--- config.mk ---
export PLATFORM = sky130hd
export DESIGN_NAME = alu_op_sequencer_flat
export DESIGN_NICKNAME = d
export VERILOG_FILES = /design/src/rtl/alu_op_sequencer_pkg.sv /design/src/rtl/alu_op_sequencer_if.sv /design/src/rtl/alu_op_sequencer_decode.sv /design/src/rtl/alu_op_sequencer.sv /design/src/flat_wrapper.sv
export SDC_FILE = /design/constraint.sdc
export NUM_CORES = 1
export LEC_CHECK = 0
export CAP_MARGIN = 25
export CORE_MARGIN = 3
export CORE_UTILIZATION = 55
export CTS_BUF_LIST = sky130_fd_sc_hd__clkbuf_2 sky130_fd_sc_hd__clkbuf_4 sky130_fd_sc_hd__clkbuf_8
export DETAILED_ROUTE_END_ITERATION = 8
export DONT_BUFFER_PORTS = 1
export HOLD_SLACK_MARGIN = 0.08
export PLACE_DENSITY = 0.78
export RECOVER_POWER = 25
export SLEW_MARGIN = 20
export SYNTH_ARGS = -nofsm -noshare
export SYNTH_HDL_FRONTEND = slang
export SYNTH_SLANG_ARGS = --single-unit
--- constraint.sdc ---
create_clock -name clk -period 3.3 [get_ports clk]
set_clock_uncertainty 0.05 [all_clocks]
set_input_delay 0.66 -clock clk [delete_from_list [all_inputs] [get_ports clk]]
set_output_delay 0.66 -clock clk [all_outputs]
set_load 0.005 [all_outputs]
--- src/rtl/alu_op_sequencer_pkg.sv ---
// alu_op_sequencer_pkg
// Shared definitions for the ALU operation sequencer: FSM state encoding,
// instruction opcodes, ALU function codes and operand-select encodings.
// No ports (package).
package alu_op_sequencer_pkg;

  typedef enum logic [1:0] {
    ST_IDLE = 2'd0,
    ST_EXEC = 2'd1,
    ST_ITER = 2'd2,
    ST_WB   = 2'd3
  } state_t;

  // Instruction opcodes
  localparam logic [3:0] OPC_ADD  = 4'b0000;
  localparam logic [3:0] OPC_SUB  = 4'b0001;
  localparam logic [3:0] OPC_AND  = 4'b0010;
  localparam logic [3:0] OPC_OR   = 4'b0011;
  localparam logic [3:0] OPC_XOR  = 4'b0100;
  localparam logic [3:0] OPC_ADDI = 4'b1000;
  localparam logic [3:0] OPC_MUL  = 4'b1100;
  localparam logic [3:0] OPC_ACC  = 4'b1101;

  // ALU function codes
  localparam logic [3:0] ALU_ADD   = 4'd0;
  localparam logic [3:0] ALU_SUB   = 4'd1;
  localparam logic [3:0] ALU_AND   = 4'd2;
  localparam logic [3:0] ALU_OR    = 4'd3;
  localparam logic [3:0] ALU_XOR   = 4'd4;
  localparam logic [3:0] ALU_PASS  = 4'd5;
  localparam logic [3:0] ALU_MSTEP = 4'd6;

  // Operand mux select: A = register operand, B = immediate, C = accumulator
  localparam logic [1:0] SEL_A = 2'b00;
  localparam logic [1:0] SEL_B = 2'b10;
  localparam logic [1:0] SEL_C = 2'b01;

endpackage

--- src/rtl/alu_op_sequencer_if.sv ---
// alu_op_sequencer_if
// Bundles the decode-side request (start, opcode) and the datapath control /
// status outputs of the sequencer.
//   master : decode stage / bench - drives start, opcode; observes controls
//   slave  : sequencer            - samples start, opcode; drives controls
//   CNT_W  : width of step_idx (iteration counter)
interface alu_op_sequencer_if #(
  parameter int CNT_W = 5
);
  logic             start;
  logic [3:0]       opcode;
  logic [1:0]       sel_a;
  logic [3:0]       alu_op;
  logic             acc_write;
  logic             reg_write;
  logic [CNT_W-1:0] step_idx;
  logic             busy;
  logic             done;
  logic             illegal;

  modport master (
    output start, opcode,
    input  sel_a, alu_op, acc_write, reg_write, step_idx, busy, done, illegal
  );

  modport slave (
    input  start, opcode,
    output sel_a, alu_op, acc_write, reg_write, step_idx, busy, done, illegal
  );
endinterface

--- src/rtl/alu_op_sequencer_decode.sv ---
// alu_op_decode
// Purely combinational opcode decoder.
//   opcode  in  4 : latched instruction opcode
//   sel_a   out 2 : operand select for the execute cycle
//   alu_op  out 4 : ALU function for the execute cycle
//   is_mul  out 1 : opcode is the iterative multiply
//   is_acc  out 1 : result goes to the accumulator instead of the register file
//   illegal out 1 : opcode is not supported
// Multiply and illegal opcodes decode to SEL_A / ALU_PASS; the sequencer
// overrides the multiply controls in the states where they differ.
module alu_op_decode
  import alu_op_sequencer_pkg::*;
(
  input  logic [3:0] opcode,
  output logic [1:0] sel_a,
  output logic [3:0] alu_op,
  output logic       is_mul,
  output logic       is_acc,
  output logic       illegal
);

  always_comb begin
    sel_a   = SEL_A;
    alu_op  = ALU_PASS;
    is_mul  = 1'b0;
    is_acc  = 1'b0;
    illegal = 1'b0;
    case (opcode)
      OPC_ADD:  alu_op = ALU_ADD;
      OPC_SUB:  alu_op = ALU_SUB;
      OPC_AND:  alu_op = ALU_AND;
      OPC_OR:   alu_op = ALU_OR;
      OPC_XOR:  alu_op = ALU_XOR;
      OPC_ADDI: begin
        sel_a  = SEL_B;
        alu_op = ALU_ADD;
      end
      OPC_ACC: begin
        sel_a  = SEL_C;
        alu_op = ALU_ADD;
        is_acc = 1'b1;
      end
      OPC_MUL:  is_mul = 1'b1;
      default:  illegal = 1'b1;
    endcase
  end

endmodule

--- src/rtl/alu_op_sequencer.sv ---
// alu_op_sequencer
// Multi-cycle control FSM stepping the execute datapath through EXEC,
// optional multiply iterations (ITER) and write-back (WB) for one
// instruction at a time.
//   clk  in : rising-edge clock
//   rst  in : asynchronous active-high reset, clears all state
//   bus     : alu_op_sequencer_if.slave (start/opcode in; sel_a, alu_op,
//             acc_write, reg_write, step_idx, busy, done, illegal out)
//   WIDTH   : datapath width, also the number of multiply iterations
//   CNT_W   : iteration counter width
// All outputs are decoded from registered state only, so there is no
// combinational path from start/opcode to any output.
module alu_op_sequencer
  import alu_op_sequencer_pkg::*;
#(
  parameter int WIDTH = 32,
  parameter int CNT_W = $clog2(WIDTH)
) (
  input  logic               clk,
  input  logic               rst,
  alu_op_sequencer_if.slave  bus
);

  localparam logic [CNT_W-1:0] LAST_STEP = CNT_W'(WIDTH - 1);

  state_t           state;
  state_t           state_next;
  logic [3:0]       opcode_reg;
  logic [CNT_W-1:0] count_reg;

  logic [1:0]       dec_sel;
  logic [3:0]       dec_op;
  logic             dec_mul;
  logic             dec_acc;
  logic             dec_illegal;

  logic             accepting;

  logic [1:0]       sel_a;
  logic [3:0]       alu_op;
  logic             acc_write;
  logic             reg_write;
  logic             busy;
  logic             done;
  logic             illegal;

  // A new opcode is taken from IDLE or from WB (back-to-back issue).
  assign accepting = (state == ST_IDLE) || (state == ST_WB);

  alu_op_decode u_decode (
    .opcode  (opcode_reg),
    .sel_a   (dec_sel),
    .alu_op  (dec_op),
    .is_mul  (dec_mul),
    .is_acc  (dec_acc),
    .illegal (dec_illegal)
  );

  // State register
  always_ff @(posedge clk or posedge rst) begin
    if (rst) begin
      state <= ST_IDLE;
    end else begin
      state <= state_next;
    end
  end

  // Latched opcode and multiply iteration counter
  always_ff @(posedge clk or posedge rst) begin
    if (rst) begin
      opcode_reg <= '0;
      count_reg  <= '0;
    end else begin
      if (accepting && bus.start) begin
        opcode_reg <= bus.opcode;
      end
      if (state == ST_EXEC) begin
        count_reg <= '0;
      end else if (state == ST_ITER) begin
        // explicit wrap keeps non-power-of-two WIDTH correct
        count_reg <= (count_reg == LAST_STEP) ? '0 : count_reg + 1'b1;
      end
    end
  end

  // Next-state logic
  always_comb begin
    state_next = state;
    case (state)
      ST_IDLE: if (bus.start) state_next = ST_EXEC;
      ST_EXEC: state_next = dec_mul ? ST_ITER : ST_WB;
      ST_ITER: if (count_reg == LAST_STEP) state_next = ST_WB;
      ST_WB:   state_next = bus.start ? ST_EXEC : ST_IDLE;
      default: state_next = ST_IDLE;
    endcase
  end

  // Output decode (Moore)
  always_comb begin
    sel_a     = SEL_A;
    alu_op    = ALU_PASS;
    acc_write = 1'b0;
    reg_write = 1'b0;
    busy      = 1'b0;
    done      = 1'b0;
    illegal   = 1'b0;
    case (state)
      ST_EXEC: begin
        busy = 1'b1;
        if (dec_mul) begin
          // seed the accumulator with operand A before iterating
          acc_write = 1'b1;
        end else begin
          sel_a  = dec_sel;
          alu_op = dec_op;
        end
      end
      ST_ITER: begin
        busy      = 1'b1;
        sel_a     = SEL_C;
        alu_op    = ALU_MSTEP;
        acc_write = 1'b1;
      end
      ST_WB: begin
        busy = 1'b1;
        done = 1'b1;
        if (dec_illegal) begin
          illegal = 1'b1;
        end else if (dec_mul) begin
          // product sits in C; pass it through to the register file
          sel_a     = SEL_C;
          reg_write = 1'b1;
        end else begin
          sel_a  = dec_sel;
          alu_op = dec_op;
          if (dec_acc) acc_write = 1'b1;
          else         reg_write = 1'b1;
        end
      end
      default: ;
    endcase
  end

  assign bus.sel_a     = sel_a;
  assign bus.alu_op    = alu_op;
  assign bus.acc_write = acc_write;
  assign bus.reg_write = reg_write;
  assign bus.busy      = busy;
  assign bus.done      = done;
  assign bus.illegal   = illegal;
  assign bus.step_idx  = count_reg;

endmodule

--- src/flat_wrapper.sv ---
// flat-port wrapper written by rule: the top's interface ports become plain ports
module alu_op_sequencer_flat import alu_op_sequencer_pkg::*;
#(
  parameter int WIDTH = 32,
  parameter int CNT_W = $clog2(WIDTH)
)
  (clk, rst, bus_start, bus_opcode, bus_sel_a, bus_alu_op, bus_acc_write, bus_reg_write, bus_step_idx, bus_busy, bus_done, bus_illegal);
  alu_op_sequencer_if #(.CNT_W(CNT_W)) bus_i ();
  input  logic clk;
  input  logic rst;
  input wire logic [$bits(bus_i.start)-1:0] bus_start;
  input wire logic [$bits(bus_i.opcode)-1:0] bus_opcode;
  output wire logic [$bits(bus_i.sel_a)-1:0] bus_sel_a;
  output wire logic [$bits(bus_i.alu_op)-1:0] bus_alu_op;
  output wire logic [$bits(bus_i.acc_write)-1:0] bus_acc_write;
  output wire logic [$bits(bus_i.reg_write)-1:0] bus_reg_write;
  output wire logic [$bits(bus_i.step_idx)-1:0] bus_step_idx;
  output wire logic [$bits(bus_i.busy)-1:0] bus_busy;
  output wire logic [$bits(bus_i.done)-1:0] bus_done;
  output wire logic [$bits(bus_i.illegal)-1:0] bus_illegal;
  assign bus_i.start = bus_start;
  assign bus_i.opcode = bus_opcode;
  assign bus_sel_a = bus_i.sel_a;
  assign bus_alu_op = bus_i.alu_op;
  assign bus_acc_write = bus_i.acc_write;
  assign bus_reg_write = bus_i.reg_write;
  assign bus_step_idx = bus_i.step_idx;
  assign bus_busy = bus_i.busy;
  assign bus_done = bus_i.done;
  assign bus_illegal = bus_i.illegal;
  alu_op_sequencer #(.WIDTH(WIDTH), .CNT_W(CNT_W)) u_core (.clk(clk), .rst(rst), .bus(bus_i));
endmodule
Word-level counts from Yosys, hierarchy flattened --
Index checks and enable logic that the tools add are counted.
Word-level totals: bits in registers 11, bits of input ports 7, output and inout port bits 16, word-level logic and storage cells 58
Operators by class: add/sub/neg operators 1, equal/unequal tests 13, multiplexer cells 32, reductions and logical operators 9
Operators with widths (number):
- $mux W1 | 16
- $mux W5 | 3
- $pmux W3 S5 | 1
- $eq A4 B4 Y1 const B | 3
- $pmux W4 S3 | 1
- $mux W2 | 5
- $eq A4 B2 Y1 const B | 2
- $pmux W2 S4 | 1
- $reduce_or A8 Y1 | 1
- $mux W3 | 2
- $pmux W2 S3 | 1
- $reduce_or A3 Y1 | 2
- $add A5 B1 Y5 const B | 1
- $eq A5 B5 Y1 const B | 1
- $eq A2 B2 Y1 const B | 2
- $eq A4 B1 Y1 const B | 1
- $eq A4 B3 Y1 const B | 1
- $logic_not A4 Y1 | 1
- $ne A2 B2 Y1 const B | 2
- $pmux W2 S2 | 1
- $pmux W1 S3 | 1
- $eq A2 B1 Y1 const B | 1
- $logic_not A2 Y1 | 1
- $reduce_and A2 Y1 | 1
- 3 further kinds | 3

Logic depth before layout (Yosys ltp) --
depth in word-level cells 6, gate-level depth with buffers 6, depth with buffers taken out 6

By module --
Synthesis repeated with hierarchy kept, for this count alone.
Second synthesis, totals: cell total of the unflattened synthesis 99, area total of the unflattened synthesis 937.1 um^2
Modules (own cells, without submodules):
- alu_op_sequencer | times used 1, cells an instance 80, area each 797.0 um^2, sequential area each 275.3 um^2
- alu_op_decode | times used 1, cells an instance 19, area each 140.1 um^2, sequential area each 0.0 um^2

Least setup slack after synthesis --
Ideal clock, no wire load.
kind flip-flop to output port, start point register u_core.state[1], end point output bus_alu_op[2], arrival time 1.186 ns, required time 2.590 ns, path slack 1.404 ns, cell stages (with the launch flop) 6, path buffers 1, cell sequence dfrtp_1 inv_1 ha_1 buf_4 nor2_1 o41ai_1
On the way: longest elaborated chain between the ends 2, elaborated cells between the ends (all ways) 4, classes of those cells eq/ne (3); mux (1)
Ends and longest elaborated chain:
- start: declaration | line alu_op_sequencer.sv:26 | state_t state;
- start signal: assignment | line alu_op_sequencer.sv:64 | state <= state_next;
- $eq A2 B2 Y1 / $eq A2 B1 Y1 (equally long branches) | line alu_op_sequencer.sv:107 | case (state)
- $pmux W4 S3 (*) | line alu_op_sequencer.sv:107
- end: declaration | line flat_wrapper.sv:14 | output wire logic [$bits(bus_i.alu_op)-1:0] bus_alu_op;
Every way passes the cells marked *; elsewhere a longest branch is shown, timed or not.

Worst setup path in the final report --
Same ends and word-level chain as after synthesis.

==> flow_summary.json <==
{
  "root_buffer": "clkbuf_4",
  "place_congestion": 0.817,
  "min_period_ns": 2.37,
  "largest_reg_flops": 5,
  "area_growth_pct": 3.61,
  "max_freq_mhz": 423,
  "switching_share_pct": 45.3,
  "top_usage_layer": "met1",
  "cp_data_required_time_ns": 2.59,
  "hp-class": "in2async",
  "num_rows": 12,
  "synth_top_area_cell": "dfrtp_1",
  "finalSetupTns_ns": 0,
  "cts_buffer_depth": 2,
  "syn_avg_cell_area_um2": 9.20,
  "p_per_area_mw_per_mm2": 1090,
  "yosysWarnings": 0,
  "timing.rr.start": "u_core.bus.step_idx[0]",
  "grt_use_total_pct": 15.9,
  "firstDrtPassIters": 4,
  "pwr-share-seq_pct": 34.0,
  "irDropWorstVdd_mv": 0.623,
  "antenna_left": 0,
  "final_common_cell": "dfrtp_1",
  "port_buffers": 0,
  "clkSlewWorstSetupHoldPaths_ns": 0.07,
  "met1_usage_pct": 24.1,
  "grt_max_degree": 12,
  "numCtsBuffers": 3,
  "cts_tree": "done",
  "fin_crit_sh_pct": 71.7,
  "crit_path_end_kind": "output port",
  "die_width_um": 43.3,
  "critPathSlowestCell": "o41ai_1",
  "synth_area_leaders": "dfrtp_1 (36%), ha_1 (11%), mux2_2 (5.9%), inv_1 (3.9%), o31ai_1 (3.9%)",
  "drc": 0,
  "synth_cell_type_count": 30,
  "drt_wl_total_um": 1380,
  "synth_fa_ha_area_share_pct": 11.5,
  "die_h_um": 43.3,
  "finalSetupViolations": 0,
  "clockPowerShare_pct": 11.2,
  "grt_pass1_wl_um": 2330,
  "antenna_found_initial": 0,
  "critical-path-max-stage-delay_ns": 0.44,
  "drv_cap": 0,
  "switching_power_uw": 390,
  "ys_seq_area_share_pct": 36.1,
  "start_util_pct": 63.5,
  "synth_top_area_share_pct": 36.1,
  "p_leak_nw": 0.381,
  "synthMuxAreaShare_pct": 7.21,
  "syn_nets": 97,
  "rsz0062_at_grt": "false",
  "synth-seq-cells": 11,
  "die_area_mm2": 0.00187,
  "cts.htree.levels": 1,
  "report.final.slew_viol_count": 0,
  "cp-startpoint": "u_core.state[1]",
  "layout_common_cells": "dfrtp_1 (11), inv_1 (8), nor2_1 (7), ha_1 (7), nand2_1 (5)",
  "coreArea_mm2": 0.00120,
  "drive_gt1_share_pct": 11.9,
  "avgViaCountPerCell": 6.14,
  "synth_top_family_by_area": "compound AO/OA/AOI/OAI gates",
  "fin_area_um2": 791,
  "crit_chain": "inv_1 > ha_1 > nor2_1 > o41ai_1",
  "overflow": 0,
  "gr-usage-met3_pct": 3.39,
  "n_antenna_cell": 0,
  "start_kind": "register",
  "grt_pass1_vias": 540,
  "p_int_uw": 472,
  "drtIter0Drc": 16,
  "cts-resized-gates": 0,
  "clock_latency_ns": 0.26,
  "syn_area_um2": 763,
  "wl_per_cell_um": 14.1,
  "grtUsageMet2_pct": 21.8,
  "post_dp_cell_area_um2": 761,
  "ctsHoldBuffers": 0,
  "status": "complete, no violations",
  "critical_path_class": "reg2out",
  "io_pins": 23,
  "cts_sinks": 11,
  "netlist_instances": 83,
  "dp_hpwl_um": 1100,
  "vias": 602,
  "synth_xor_area_share_pct": 0,
  "synth_compound_gate_area_share_pct": 19.8,
  "cp_max_fo": 9,
  "cts_setup_buffers": 0,
  "nets": 99,
  "final_hold_viol_count": 0,
  "worstPathArrival_ns": 1.66,
  "yosys.area_share.simple_pct": 18.4,
  "power_frac_comb_pct": 54.7
}
-- worst max-delay path: cells and delay by family, from the launching register on --
family / cells / cell delay, ns
buffers and inverters: 1 / 0.11
AOI/OAI and AO/OA: 1 / 0.44
adders and majority gates: 1 / 0.34
and+or+nand+nor: 1 / 0.10
DFF: 1 / 0.41
-- layer usage --
| layer | up-vias | wire length [um] |
|---|---|---|
| li1 | 295 | - |
| met1 | 278 | 669 |
| met2 | 29 | 593 |
| met3 | 0 | 114 |
| met4 | 0 | 0 |
| met5 | - | 0 |
-- power by group through the flow --
stage / clock network (mW) / logic (mW) / registers, mW
6_report: 0.0968 / 0.472 / 0.294
5_1_grt: 0.107 / 0.541 / 0.308
4_1_cts: 0.101 / 0.472 / 0.292
3_5_place_dp: 0 / 0.470 / 0.295
3_3_place_gp: 0 / 0.467 / 0.293
2_1_floorplan: 0 / 0.420 / 0.263
-- synth_stat cells, drive strengths merged --
| cell | instances |
|---|---|
| a21oi | 4 |
| and3b | 1 |
| a31oi | 2 |
| and4 | 1 |
| inv | 8 |
| conb | 1 |
| nand2b | 1 |
| o21ai | 4 |
| o41ai | 1 |
| o31ai | 4 |
| a2bb2oi | 1 |
| ha | 7 |
| nor2b | 3 |
| o21ba | 1 |
| a22o | 1 |
| a2111oi | 1 |
| nand4 | 1 |
| nor3b | 2 |
| nand2 | 5 |
| o21a | 1 |
| or3b | 1 |
| nor3 | 2 |
| mux2 | 4 |
| buf | 3 |
| a21o | 2 |
| nor2 | 7 |
| and3 | 2 |
| mux2i | 1 |
| dfrtp | 11 |
-- final cells by class --
class                   count  area [um2]
clock buffers               4        30.0
fillers                   100         410
well taps                  14        17.5
flip-flops and latches     11         275
multi-input cells          61         438
inverters                   8        30.0
-- stage by stage --
stage	utilization (%)	setup slack [ns]	hold slack (ns)	std cells	total power, mW
after floorplan	-	1.40	0.457	83	0.682
after global placement	63.3	1.27	0.492	94	0.761
after detailed placement	63.3	1.21	0.497	94	0.765
after CTS	65.8	0.907	0.221	98	0.865
after global routing	65.8	0.770	0.225	98	0.957
final	65.8	0.934	0.215	98	0.862
-- logic make-up after synthesis --
| kind of cell | count (synthesis) |
|---|---|
| adders and majority gates | 7 |
| other | 1 |
| and+or+nand+nor | 26 |
| AOI/OAI and AO/OA | 22 |
| buffers and inverters | 11 |
| muxes | 5 |
| DFF | 11 |
-- path summary, 6_finish.rpt --
| path | end | slack, ns | depth (start not counted) |
|---|---|---|---|
| max | bus_alu_op[2] | 0.93 | 4 |
| max in group asynchronous | u_core.state[0] | 2.70 | 1 |
| min | u_core.state[1] | 0.22 | 1 |
| min reg2reg | u_core.bus.step_idx[0] | 0.50 | 1 |
| max reg2reg | u_core.bus.step_idx[3] | 1.45 | 6 |
| min in group clk | u_core.opcode_reg[3] | 0.48 | 2 |
Note: power is estimated with default switching activity, not from simulation.
